## src/rtl/pipe_hazard_ctrl.sv

```systemverilog
// pipe_hazard_ctrl: hazard and stall controller for an N-stage back end.
// Tracks in-flight destinations, inserts load-use bubbles, freezes on
// memory wait and optionally squashes the IF/ID slot after a taken branch.
// Ports:
//   clk, reset          clock (rising edge), synchronous active-high reset
//   ena, ext_stall      global enable, memory wait freeze
//   id_*                decoded ID-stage instruction fields
//   pc_we, if_id_ena    front-end write enables
//   if_id_flush         load a bubble into IF/ID
//   stage_ena           per back-end stage register enable
//   stage_valid         scoreboard valid bits (index 0 = EXE)
//   id_stall            hazard stall this cycle
//   stall_cnt           saturating count of hazard stall cycles
module pipe_hazard_ctrl #(
   parameter int STAGES           = 3,
   parameter int REG_ADDR_W       = 5,
   parameter int LOAD_READY_STAGE = 2,
   parameter int FLUSH_SLOTS      = 0
) (
   input  logic                  clk,
   input  logic                  reset,
   input  logic                  ena,
   input  logic                  ext_stall,
   input  logic                  id_valid,
   input  logic [REG_ADDR_W-1:0] id_rs_addr,
   input  logic                  id_rs_used,
   input  logic [REG_ADDR_W-1:0] id_rt_addr,
   input  logic                  id_rt_used,
   input  logic                  id_we,
   input  logic [REG_ADDR_W-1:0] id_waddr,
   input  logic                  id_is_load,
   input  logic                  id_branch_taken,
   output logic                  pc_we,
   output logic                  if_id_ena,
   output logic                  if_id_flush,
   output logic [STAGES-1:0]     stage_ena,
   output logic [STAGES-1:0]     stage_valid,
   output logic                  id_stall,
   output logic [15:0]           stall_cnt
);

   // Loads are unforwardable only while younger than this stage index.
   localparam int LRS = (LOAD_READY_STAGE > STAGES) ? STAGES
                                                    : LOAD_READY_STAGE;
   localparam logic FLUSH_EN = (FLUSH_SLOTS == 1);

   typedef struct packed {
      logic                  valid;
      logic                  we;
      logic [REG_ADDR_W-1:0] waddr;
      logic                  is_load;
   } entry_t;

   entry_t sb [STAGES];
   entry_t new_e;
   logic   rs_hit;
   logic   rt_hit;
   logic   hazard;
   logic   adv;

   always_comb begin
      rs_hit = 1'b0;
      rt_hit = 1'b0;
      for (int k = 0; k < LRS; k++) begin
         if (sb[k].valid && sb[k].we && sb[k].is_load) begin
            if (sb[k].waddr == id_rs_addr) rs_hit = 1'b1;
            if (sb[k].waddr == id_rt_addr) rt_hit = 1'b1;
         end
      end
   end

   // Register 0 is hard-wired, so it can never carry a dependency.
   assign hazard = ~reset & id_valid &
                   ((id_rs_used & (id_rs_addr != '0) & rs_hit) |
                    (id_rt_used & (id_rt_addr != '0) & rt_hit));

   assign adv         = ena & ~ext_stall & ~reset;
   assign id_stall    = adv & hazard;
   assign pc_we       = adv & ~hazard;
   assign if_id_ena   = adv & ~hazard;
   assign stage_ena   = {STAGES{adv}};
   assign if_id_flush = FLUSH_EN & adv & ~hazard &
                        id_valid & id_branch_taken;

   always_comb begin
      stage_valid = '0;
      for (int k = 0; k < STAGES; k++) begin
         stage_valid[k] = sb[k].valid & ~reset;
      end
   end

   // A stalled instruction enters EXE as a bubble while ID holds it.
   always_comb begin
      new_e         = '0;
      new_e.valid   = id_valid & ~hazard;
      new_e.we      = id_we;
      new_e.waddr   = id_waddr;
      new_e.is_load = id_is_load;
   end

   always_ff @(posedge clk) begin
      if (reset) begin
         for (int k = 0; k < STAGES; k++) begin
            sb[k] <= '0;
         end
         stall_cnt <= '0;
      end else if (adv) begin
         sb[0] <= new_e;
         for (int k = 1; k < STAGES; k++) begin
            sb[k] <= sb[k-1];
         end
         if (hazard && (stall_cnt != 16'hFFFF)) begin
            stall_cnt <= stall_cnt + 16'd1;
         end
      end
   end

endmodule

```

## config.mk

```make
export PLATFORM = sky130hd
export DESIGN_NAME = pipe_hazard_ctrl
export DESIGN_NICKNAME = d
export VERILOG_FILES = /design/src/rtl/pipe_hazard_ctrl.sv
export SDC_FILE = /design/constraint.sdc
export NUM_CORES = 1
export LEC_CHECK = 0
export CAP_MARGIN = 20
export CORE_MARGIN = 2
export CORE_UTILIZATION = 43
export DETAILED_ROUTE_END_ITERATION = 8
export HOLD_SLACK_MARGIN = 0.03
export PLACE_DENSITY = 0.76
export SLEW_MARGIN = 20
export SYNTH_ARGS = -nofsm -noshare
export SYNTH_HDL_FRONTEND = slang
export SYNTH_SLANG_ARGS = --single-unit
export TNS_END_PERCENT = 20
```

## constraint.sdc

```tcl
create_clock -name clk -period 2 [get_ports clk]
set_input_delay 0.4 -clock clk [delete_from_list [all_inputs] [get_ports clk]]
set_output_delay 0.4 -clock clk [all_outputs]
set_load 0.1 [all_outputs]
```

# --- Word-level counts from Yosys, hierarchy flattened ---
# Memories as Yosys holds them, arrays and structs flattened.
# Index checks and enable logic that the tools add are counted.
op_classes:
  n_eq_ne: 5
  order_cmp: 0
  n_shift: 0
  addsub: 1
  mux: 16
  reduce_logical: 8
  multipliers: 0
  n_div: 0
  bitwise_logic: 21
op_table:
  columns: ["op", "count"]
  rows:
  - ["$mux 8", 3]
  - ["$eq 5x5->1", 4]
  - ["$add 16x1->16 const B", 1]
  - ["$ne 16x16->1 const B", 1]
  - ["$and 1x1->1", 14]
  - ["$mux 1", 13]
  - ["$reduce_bool 5->1", 2]
  - ["$logic_and 1x1->1", 5]
  - ["$or 1x1->1", 4]
  - ["$not 1->1", 3]
  - ["$reduce_and 2->1", 1]
totals:
  mem_bits_rw: 24
  latchBits: 0
  register_bits: 16
  word_cells: 53
  out_inout_bits: 26
  mem_count: 1
  in_bits: 25
  rom_bits: 0
mem_list:
  columns: ["memory", "words", "width", "read_ports", "rd_ports_with_merged_regs", "wr", "line", "text"]
  rows:
  - ["sb", 3, 8, 3, 0, 3, "54", "entry_t sb [STAGES];"]

# --- Logic depth before layout (Yosys ltp) ---
# Gate-level depths: netlist (run 1).
# An unclocked memory read counts as a cell.
depth:
  word_depth: 12
  depth_mapped: 9
  mapped_depth_nobuf: 7

# --- Worst setup path after synthesis (run 1) ---
# No wires, ideal clock.
synth_timing:
  path_kind: "input to output"
  start: "input port id_rt_addr[0]"
  end: "output port pc_we"
  t_required_ns: 1.600
  stages: 7
  n_path_buf: 1
  slack_ns: -2.581
  arrival_ns: 4.181
  path_cell_list: "or4_1 > o21ai_1 > a21oi_2 > nor2_1 > inv_1 > a211oi_1 > buf_4"
synth_via:
  elab_chain_cells: 10
  elab_cells_between_ends: 13
  cone_classes: "eq/ne: 2; mux: 4; bitwise: 6; reduce/logical: 1"
synth_rtl:
  columns: ["element", "line", "text"]
  rows:
  - ["start, declared", "27", "input logic [REG_ADDR_W-1:0] id_rt_addr,"]
  - ["$eq 5x5->1", "67", "if (sb[k].waddr == id_rt_addr) rt_hit = 1'b1;"]
  - ["$mux 1", "67", null]
  - ["$mux 1", "65", "if (sb[k].valid && sb[k].we && sb[k].is_load) begin"]
  - ["$mux 1", "67", null]
  - ["$mux 1", "65", null]
  - ["$and 1x1->1 *", "75", "(id_rt_used & (id_rt_addr != '0) & rt_hit));"]
  - ["$or 1x1->1 *", "74", "((id_rs_used & (id_rs_addr != '0) & rs_hit) |"]
  - ["$and 1x1->1 *", "73", "assign hazard = ~reset & id_valid &"]
  - ["$not 1->1 *", null, null]
  - ["$and 1x1->1 *", null, null]
  - ["end, declared", "33", "output logic pc_we,"]
# Mark *: on every way between the ends. The rest lies on a longest branch, timed or not.

# --- Worst setup path after layout (run 1) ---
layout_timing:
  start: "input port id_rs_addr[4]"
  end: "output port pc_we"
layout_via:
  elab_chain_cells: 10
  elab_cells_between_ends: 13
  cone_classes: "eq/ne: 2; mux: 4; bitwise: 6; reduce/logical: 1"
layout_rtl:
  columns: ["element", "line", "text"]
  rows:
  - ["start, declared", "25", "input logic [REG_ADDR_W-1:0] id_rs_addr,"]
  - ["$eq 5x5->1", "66", "if (sb[k].waddr == id_rs_addr) rs_hit = 1'b1;"]
  - ["$mux 1", "66", null]
  - ["$mux 1", "65", null]
  - ["$mux 1", "66", null]
  - ["$mux 1", "65", null]
  - ["$and 1x1->1 *", "74", null]
  - ["$or 1x1->1 *", "74", null]
  - ["$and 1x1->1 *", "73", null]
  - ["$not 1->1 *", "79", "assign pc_we = adv & ~hazard;"]
  - ["$and 1x1->1 *", "79", null]
# Marks and branches as above.

==> flow_metrics.env, run 1 <==
export IMPL_status="finished with violations"
export IMPL_violations="setup timing"
export IMPL_synth_top_area_share_pct=28.4
export IMPL_reg2reg_slack_ns=-0.24
export IMPL_core_area_mm2=0.00400
export IMPL_synthesis_nets=212
export IMPL_drtIter0Drc=61
export IMPL_pin_count=51
export IMPL_antenna_cells=0
export IMPL_clk_latency_ns=0.28
export IMPL_place_congestion=0.784
export IMPL_grt_pass1_wl_mm=6.61
export IMPL_layout_min_cycle_time_ns=2.37
export IMPL_finalSetupViolations=19
export IMPL_synth_seq_area_share_pct=46.2
export IMPL_area_growth_pct=57.2
export IMPL_r2r_start="sb[0][4]"
export IMPL_fin_ws_ns=-0.366
export IMPL_hold_violations=0
export IMPL_dr_pass1_iters=4
export IMPL_period_share_pct=118
export IMPL_finalSetupTns_ns=-3.66
export IMPL_synth_area_mm2=0.00180
export IMPL_synth_distinct_cells=37
export IMPL_slew_violations=0
export IMPL_grt_pass1_vias=1482
export IMPL_clock_skew_ns=0.00596
export IMPL_seq_area_um2=863
export IMPL_r2r_end="stall_cnt[6]"
export IMPL_clockBufferDepth=2
export IMPL_path_max_fanout=2
export IMPL_routedWlPerCell_um=14.0
export IMPL_cts_sinks=33
export IMPL_synth_edf_count=17
export IMPL_nFillCells=299
export IMPL_worst_hold_slack_ns=0.493
export IMPL_postPlaceCellArea_mm2=0.00261
export IMPL_async_flop_share_pct=0
export IMPL_max_freq_mhz=423
export IMPL_totalWireLength_mm=4.46
export IMPL_port_buffers=48
export IMPL_cts_buffers=5
export IMPL_cts_hold_buf=0
export IMPL_critPathLaunch="id_rs_addr[4]"
export IMPL_path_class="primary input to output port"
export IMPL_grtUsageTotal_pct=19.2
export IMPL_hp_class="flop to flop"
export IMPL_end_kind="output port"
export IMPL_vias_per_cell=5.30
export IMPL_antenna_found_initial=0
export IMPL_cellPowerDensity_mw_per_mm2=525
export IMPL_drc=0
export IMPL_hp_start="stall_cnt[8]"
export IMPL_rr_worst_depth=10
export IMPL_cap_violations=0
export IMPL_synth_top_area_cell="edfxtp_1"
export IMPL_peakVddDrop_mv=0.443
export IMPL_h_tree_depth=2
export IMPL_synth_seq_cells=33
export IMPL_gr_total_overflow=0
export IMPL_dieWidth_um=68.6
export IMPL_synth_cells=186
export IMPL_die_h_um=68.6
export IMPL_num_vias=1690
export IMPL_layout_drive_gt1_share_pct=40.9
export IMPL_num_nets_final=294
export IMPL_clk_pin_slew_ns=0.06
export IMPL_hpwl_mm=3.17
export IMPL_root_buffer="clkbuf_8"
export IMPL_stdcell_area_mm2=0.00283
export IMPL_syn_area_per_cell_um2=9.66
export IMPL_worstPathArrival_ns=1.97
export IMPL_hold_path_depth=2
export IMPL_power_w=0.00148
export IMPL_synth_area_leaders="edfxtp_1, dfxtp_1, xor2_1"
export IMPL_rsz0062_at_grt="true"
export IMPL_multiInputGateArea_um2=938
export IMPL_ant_nets=0
export IMPL_p_leak_nw=1.09
export IMPL_start_util_pct=44.9
export IMPL_min_to="stall_cnt[8]"
export IMPL_ys_warn_count=0
export IMPL_grt_max_degree=21
export IMPL_die_area_mm2=0.00471
export IMPL_rows=23
export IMPL_required_ns=1.60
export IMPL_start_kind="primary input"
export IMPL_synthFlopType="edfxtp_1"
export IMPL_cts_tree="done"
==> worst max-delay path by stage <==
stage                     end  cells past startpoint
floorplan               pc_we                      7
global placement    if_id_ena                      8
detailed placement  if_id_ena                      8
CTS                 if_id_ena                      8
global route        if_id_ena                      8
finish                  pc_we                      8
==> sequential cells by signal (all words and copies together), names as in the netlist <==
signal	cells
sb	17
stall_cnt	16
==> Yosys cell counts (all sizes together) (2+ instances only) <==
library cell / number
or3: 11
nand3: 14
nor2b: 3
o31ai: 2
xor2: 13
nand4: 4
clkbuf: 3
inv: 5
xnor2: 8
nand2: 7
nor2: 9
edfxtp: 17
o21bai: 2
a21oi: 16
o21ai: 14
or4: 5
nor4: 5
and2: 16
buf: 7
dfxtp: 16
==> cell families after synthesis <==
family	synth area share, %
buf+inv	5.01
simple gates	24.7
xor+xnor	10.2
other cells	0.209
flops	46.2
fa+ha+maj	0.696
mux	0.557
compound gates	12.3
==> critical path, stage by stage <==
cell and delay, ns:
buf_8 0.09, or4_4 0.52, o21ai_2 0.16, a21oi_2 0.06, nor2_1 0.09, inv_1 0.08, a211oi_4 0.34, buf_12 0.22
==> layer usage <==
metal	wire length, µm	global-route usage (%)	vias up
li1	-	-	831
met3	223	4.06	9
met1	2030	25.9	799
met2	2150	29.2	51
met5	0	0	-
met4	67	9.00	0
==> report_power, final <==
| part | total (W) | internal (W) | switching [W] |
|---|---|---|---|
| sequential | 0.000750 | 0.000731 | 0.0000190 |
| combinational | 0.000260 | 0.000128 | 0.000132 |
| clock | 0.000473 | 0.000247 | 0.000226 |
==> repair_timing <==
action                                  CTS  global route
buffers inserted                          6             1
endpoints found under the setup margin   22            22
cloned                                    0             1
pin swaps                                23            13
hold endpoints to repair                  0             0
gates resized for setup                  53             3
==> per-stage QoR <==
stage          cells  setup WS, ns  util, %
2_1_floorplan    186        -0.910        -
3_3_place_gp     303        -0.702     65.2
3_5_place_dp     303        -0.741     65.2
4_1_cts          317        -0.362     69.4
5_1_grt          319        -0.439     70.6
6_report         319        -0.366     70.6
==> cells in the final DEF, fill, tap and decap left out, types with 2 or more instances in the layout <==
cell type and instances:
a21oi_1 14, a21oi_2 2, and2_1 15, buf_12 11
buf_2 3, buf_4 45, buf_6 8, clkbuf_1 3
clkbuf_8 5, clkdlybuf4s50_1 13, dfxtp_2 11, dfxtp_4 5
dlygate4sd2_1 2, edfxtp_1 17, inv_1 4, nand2_1 7
nand3_1 13, nand4_1 4, nor2_1 8, nor2b_1 3
nor4_1 3, nor4_2 2, o21ai_0 6, o21ai_1 4
o21ai_2 3, o31ai_1 2, or3_1 10, or4_1 3
or4_4 2, xnor2_1 8, xor2_1 13
==> cell type report <==
cell class,count,share of cell area [%]
tap,50,2.21
inverter,5,0.664
sequential,33,30.6
multi-input combinational,138,33.2
timing repair buffer,85,30.5
clock buffer,8,2.83
Note: power is estimated with default switching activity, not from simulation.
==> inputs of run 2 (changes only) <==
--- a/config.mk
+++ b/config.mk
@@ -11,6 +11,7 @@
 export DETAILED_ROUTE_END_ITERATION = 8
 export HOLD_SLACK_MARGIN = 0.03
 export PLACE_DENSITY = 0.76
+export RECOVER_POWER = 100
 export SLEW_MARGIN = 20
 export SYNTH_ARGS = -nofsm -noshare
 export SYNTH_HDL_FRONTEND = slang
==> run 2 against run 1 <==
  * The run still ends with setup timing left
  * Critical path type unchanged
  * Largest cell class unchanged
  * Total power shrank 0.65%
  * Register-to-register slack about the same
  * Worst hold slack worse by 0.00059 ns
  * Wire length is 0.49% lower
==> flow_metrics.env, run 2 (synthesized netlist as in run 1, its figures left out) <==
export IMPL_status="finished with violations"
export IMPL_violations="setup timing"
export IMPL_clock_skew_ns=0.00446
export IMPL_layout_min_cycle_time_ns=2.37
export IMPL_worstPathArrival_ns=1.97
export IMPL_final_cell_mix="buf_4, clkbuf_2, edfxtp_1"
export IMPL_die_h_um=68.6
export IMPL_tightest_slew_ns=0.545
export IMPL_cts_buffers=5
export IMPL_area_growth_pct=53.8
export IMPL_crit_chain="buf_8 -> or4_4 -> o21ai_2 -> a21oi_2 -> nor2_1 -> inv_1 -> a211oi_4 -> buf_12"
export IMPL_path_delay_family="simple AND/OR/NAND/NOR gates"
export IMPL_dieWidth_um=68.6
export IMPL_core_area_mm2=0.00400
export IMPL_max_freq_mhz=422
export IMPL_root_buffer="clkbuf_8"
export IMPL_grtUsageTotal_pct=19.2
export IMPL_nFillCells=316
export IMPL_period_share_pct=118
export IMPL_grt_pass1_wl_mm=6.61
export IMPL_start_kind="primary input"
export IMPL_rsz0062_at_grt="true"
export IMPL_clockBufferDepth=2
export IMPL_cts_sinks=33
export IMPL_cap_violations=0
export IMPL_rows=23
export IMPL_drtIter0Drc=46
export IMPL_dr_pass1_iters=4
export IMPL_layout_drive_gt1_share_pct=40.1
export IMPL_cts_tree="done"
export IMPL_cellPowerDensity_mw_per_mm2=533
export IMPL_pin_count=51
export IMPL_start_util_pct=44.9
export IMPL_totalWireLength_mm=4.44
export IMPL_slowest_delay_ns=0.52
export IMPL_largest_reg_flops=17
export IMPL_end_kind="output port"
export IMPL_grt_max_degree=21
export IMPL_top_register="sb"
export IMPL_hold_violations=0
export IMPL_slew_violations=0
export IMPL_clk_latency_ns=0.28
export IMPL_path_class="primary input to output port"
export IMPL_worst_path_buf_inv=3
export IMPL_port_buffers=48
export IMPL_antenna_cells=0
export IMPL_fin_ws_ns=-0.368
export IMPL_final_common_cell="buf_4"
export IMPL_postPlaceCellArea_mm2=0.00261
export IMPL_clk_pin_slew_ns=0.06
export IMPL_cpMaxStageDelayCell="or4_4"
export IMPL_num_nets_final=294
export IMPL_die_area_mm2=0.00471
export IMPL_h_tree_depth=2
export IMPL_reg_top3="sb (17), stall_cnt (16)"
export IMPL_antenna_found_initial=0
export IMPL_place_congestion=0.784
export IMPL_num_vias=1701
export IMPL_path_max_fanout=2
export IMPL_ant_nets=0
export IMPL_relSlewSlack_pct=63.8
export IMPL_p_leak_nw=1.06
export IMPL_gr_total_overflow=0
export IMPL_vias_per_cell=5.33
export IMPL_peakVddDrop_mv=0.441
export IMPL_hpwl_mm=3.17
export IMPL_required_ns=1.60
export IMPL_drc=0
export IMPL_finalSetupViolations=25
export IMPL_grt_pass1_vias=1482
export IMPL_power_w=0.00147
export IMPL_stdcell_area_mm2=0.00276
export IMPL_hp_class="flop to flop"
export IMPL_routedWlPerCell_um=13.9
## run 2: layout make-up
| cell class | count | area, µm² | area share, % |
|---|---|---|---|
| Timing Repair Buffer | 85 | 800 | 28.9 |
| Multi-Input combinational cell | 138 | 938 | 34.0 |
| Clock buffer | 8 | 80.1 | 2.90 |
| Tap cell | 50 | 62.6 | 2.26 |
| Sequential cell | 33 | 863 | 31.2 |
| Inverter | 5 | 18.8 | 0.679 |
## run 2: power by group
part	internal [W]	switching (W)
Clock	0.000247	0.000223
Sequential	0.000731	0.0000193
Combinational	0.000121	0.000131
Total	0.00110	0.000374
## run 2: layer usage
metal  routed length [µm]  global-route usage [%]  part of all wire [%]  up-vias
li1                     -                       -                     -      829
met1                 2030                    25.9                    46      802
met2                 2080                    29.2                    47       61
met3                  242                    4.06                   5.4        9
met4                   89                    9.00                   2.0        0
met5                    0                       0                     0        -
## run 2: metrics by stage
stage	hold WS, ns	util, %	setup WS [ns]	TNS [ns]	instances
2_1_floorplan	0.541	-	-0.910	-2.90	186
3_3_place_gp	0.486	65.2	-0.702	-11.36	303
5_1_grt	0.510	69.1	-0.439	-6.94	319
3_5_place_dp	0.484	65.2	-0.741	-12.25	303
6_report	0.492	69.1	-0.368	-4.14	319
4_1_cts	0.494	69.4	-0.362	-4.25	317
## run 2: path summary, 6_finish.rpt
path | startpoint | endpoint | slack (ns) | cells past startpoint
min reg2reg | stall_cnt[8] | stall_cnt[8] | 0.49 | 2
max | id_rs_addr[4] | pc_we | -0.37 | 8
min | stall_cnt[8] | stall_cnt[8] | 0.49 | 2
max reg2reg | sb[0][4] | stall_cnt[6] | -0.24 | 10
## run 2: timing repair
action                     4_1_cts  5_1_grt
gates resized for setup         53        3
hold buffers                     0        0
buffers inserted                 6        1
cloned                           0        1
setup endpoints to repair       22       22
pin swaps                       23       13
## run 2: worst min-delay path: cells and delay by family (launching register included)
| kind | cells | cell delay [ns] |
|---|---|---|
| DFF | 1 | 0.34 |
| AOI/OAI and AO/OA | 2 | 0.11 |
==> inputs of run 3 (changes only) <==
--- a/config.mk
+++ b/config.mk
@@ -7,11 +7,12 @@
 export LEC_CHECK = 0
 export CAP_MARGIN = 20
 export CORE_MARGIN = 2
-export CORE_UTILIZATION = 43
+export CORE_UTILIZATION = 45
 export DETAILED_ROUTE_END_ITERATION = 8
 export HOLD_SLACK_MARGIN = 0.03
 export PLACE_DENSITY = 0.76
 export RECOVER_POWER = 100
+export REMOVE_ABC_BUFFERS = 1
 export SLEW_MARGIN = 20
 export SYNTH_ARGS = -nofsm -noshare
 export SYNTH_HDL_FRONTEND = slang
==> constraint.sdc (replaced) <==
create_clock -name clk -period 2.3 [get_ports clk]
set_input_delay 0.46 -clock clk [delete_from_list [all_inputs] [get_ports clk]]
set_output_delay 0.46 -clock clk [all_outputs]
set_load 0.1 [all_outputs]
==> run 3 against run 2 <==
  * The flow still finishes with violations (setup timing)
  * Register-to-register slack better by 0.23 ns
  * Sequential cell count did not move
  * Global-route usage increased by 2.1 points
  * Clock skew is 0.0030 ns lower
  * Final area is 4.5% lower
  * Die area is 4.2% lower
  * Critical path depth did not move
  * Utilization up 1.4 points
==> flow_metrics.env, run 3 (synthesized netlist as in run 1, its figures left out) <==
export IMPL_status="finished with violations"
export IMPL_violations="setup timing"
export IMPL_cts_tree="done"
export IMPL_finalSetupTns_ns=-0.544
export IMPL_drtIter0Drc=81
export IMPL_cts_sinks=33
export IMPL_antenna_found_initial=0
export IMPL_ant_nets=0
export IMPL_num_vias=1671
export IMPL_drc=0
export IMPL_finalSetupViolations=4
export IMPL_area_growth_pct=46.9
export IMPL_clk_pin_slew_ns=0.07
export IMPL_final_cell_mix="buf_4, edfxtp_1, dfxtp_1"
export IMPL_layout_drive_gt1_share_pct=34.2
export IMPL_layout_min_cycle_time_ns=2.51
export IMPL_top_register="sb"
export IMPL_period_share_pct=109
export IMPL_slowest_delay_ns=0.53
export IMPL_place_congestion=0.823
export IMPL_die_area_mm2=0.00451
export IMPL_die_h_um=67.2
export IMPL_reg_top3="sb (17), stall_cnt (16)"
export IMPL_switching_share_pct=26.7
export IMPL_gr_total_overflow=0
export IMPL_p_leak_nw=1.03
export IMPL_clk_latency_ns=0.28
export IMPL_clockBufferDepth=2
export IMPL_crit_chain="buf_6 -> or4_4 -> o21ai_2 -> a21oi_2 -> nor2_1 -> inv_1 -> a211oi_4 -> buf_12"
export IMPL_largest_reg_flops=17
export IMPL_postPlaceCellArea_mm2=0.00251
export IMPL_pin_count=51
export IMPL_pwr_share_seq_pct=50.7
export IMPL_num_nets_final=288
export IMPL_dr_pass1_iters=4
export IMPL_slew_violations=0
export IMPL_fin_ws_ns=-0.208
export IMPL_clock_skew_ns=0.00144
export IMPL_port_buffers=48
export IMPL_tightest_slew_ns=1.15
export IMPL_worstPathArrival_ns=2.05
export IMPL_worst_path_buf_inv=3
export IMPL_cts_buffers=5
export IMPL_grt_pass1_vias=1539
export IMPL_totalWireLength_mm=4.49
export IMPL_vias_per_cell=5.37
export IMPL_grt_util_met3_pct=5.33
export IMPL_cap_violations=0
export IMPL_start_kind="primary input"
export IMPL_grt_max_degree=26
export IMPL_power_switching_w=0.000347
export IMPL_h_tree_depth=2
export IMPL_path_max_fanout=2
export IMPL_busiest_layer="met2"
export IMPL_dieWidth_um=67.2
export IMPL_fin_cells=311
export IMPL_hp_class="flop to flop"
export IMPL_clkPwrFrac_pct=32.5
export IMPL_pwr_share_comb_pct=16.8
export IMPL_grt_pass1_wl_mm=7.05
export IMPL_path_delay_family="simple AND/OR/NAND/NOR gates"
export IMPL_end_kind="output port"
export IMPL_stdcell_area_mm2=0.00264
export IMPL_peakVddDrop_mv=0.440
export IMPL_use_met2_pct=33.9
export IMPL_cts_hold_buf=0
export IMPL_cellPowerDensity_mw_per_mm2=492
export IMPL_intPower_w=0.000951
export IMPL_use_met1_pct=28.2
export IMPL_hpwl_mm=3.20
export IMPL_grtUsageTotal_pct=21.3
export IMPL_root_buffer="clkbuf_8"
export IMPL_max_freq_mhz=399
export IMPL_rsz0062_at_grt="true"
export IMPL_hold_violations=0
export IMPL_cpMaxStageDelayCell="or4_4"
export IMPL_required_ns=1.84
export IMPL_core_area_mm2=0.00374
export IMPL_rows=22
export IMPL_dp_cells=296
export IMPL_path_class="primary input to output port"
export IMPL_start_util_pct=48.0
export IMPL_relSlewSlack_pct=23.5
export IMPL_final_common_cell="buf_4"
export IMPL_routedWlPerCell_um=14.4
export IMPL_antenna_cells=0
-- run 3: final timing paths --
| path | startpoint | endpoint | slack [ns] | cells after the start |
|---|---|---|---|---|
| worst min-delay path | stall_cnt[4] | stall_cnt[4] | 0.52 | 2 |
| worst max-delay path | id_rt_addr[2] | if_id_ena | -0.21 | 8 |
| worst min register to register | stall_cnt[4] | stall_cnt[4] | 0.52 | 2 |
| worst max register to register | sb[0][5] | sb[0][7] | -0.01 | 14 |
-- run 3: layout make-up --
class,instances,area [µm²]
fillers,295,1100
inverters,5,18.8
repair buffers,79,712
clock buffers,5,68.8
flip-flops and latches,33,831
multi-input cells,138,931
clock inverters,3,17.5
well taps,48,60.1
-- run 3: per-stage QoR --
step	hold slack, ns	total power (W)	util (%)	setup WS [ns]
finish	0.517	0.00130	70.5	-0.208
global route	0.559	0.00135	70.5	-0.292
CTS	0.515	0.00130	70.7	-0.186
detailed placement	0.495	0.000882	67.0	-0.571
global placement	0.491	0.000879	67.0	-0.545
floorplan	0.529	0.000767	-	-3.89
-- run 3: metal layers --
layer | vias to the layer above | wire length (µm)
li1 | 817 | -
met1 | 776 | 2000
met2 | 72 | 2190
met3 | 6 | 253
met4 | 0 | 42
met5 | - | 0
-- run 3: what timing repair did --
item,CTS,global route
setup endpoints to repair,20,9
pin swaps,10,17
gates resized for setup,42,9
setup buffers,6,2
-- run 3: worst min-delay path: cells and delay by family (launching register included) --
| family | cells | cell delay (ns) |
|---|---|---|
| DFF | 1 | 0.33 |
| AOI/OAI and AO/OA | 2 | 0.14 |
-- run 3: power groups by stage --
stage | clock [W] | combinational [W] | sequential [W]
6_report | 0.000422 | 0.000218 | 0.000658
4_1_cts | 0.000430 | 0.000211 | 0.000658
3_5_place_dp | 0 | 0.000212 | 0.000671
5_1_grt | 0.000459 | 0.000231 | 0.000660
3_3_place_gp | 0 | 0.000208 | 0.000670
2_1_floorplan | 0 | 0.000101 | 0.000666
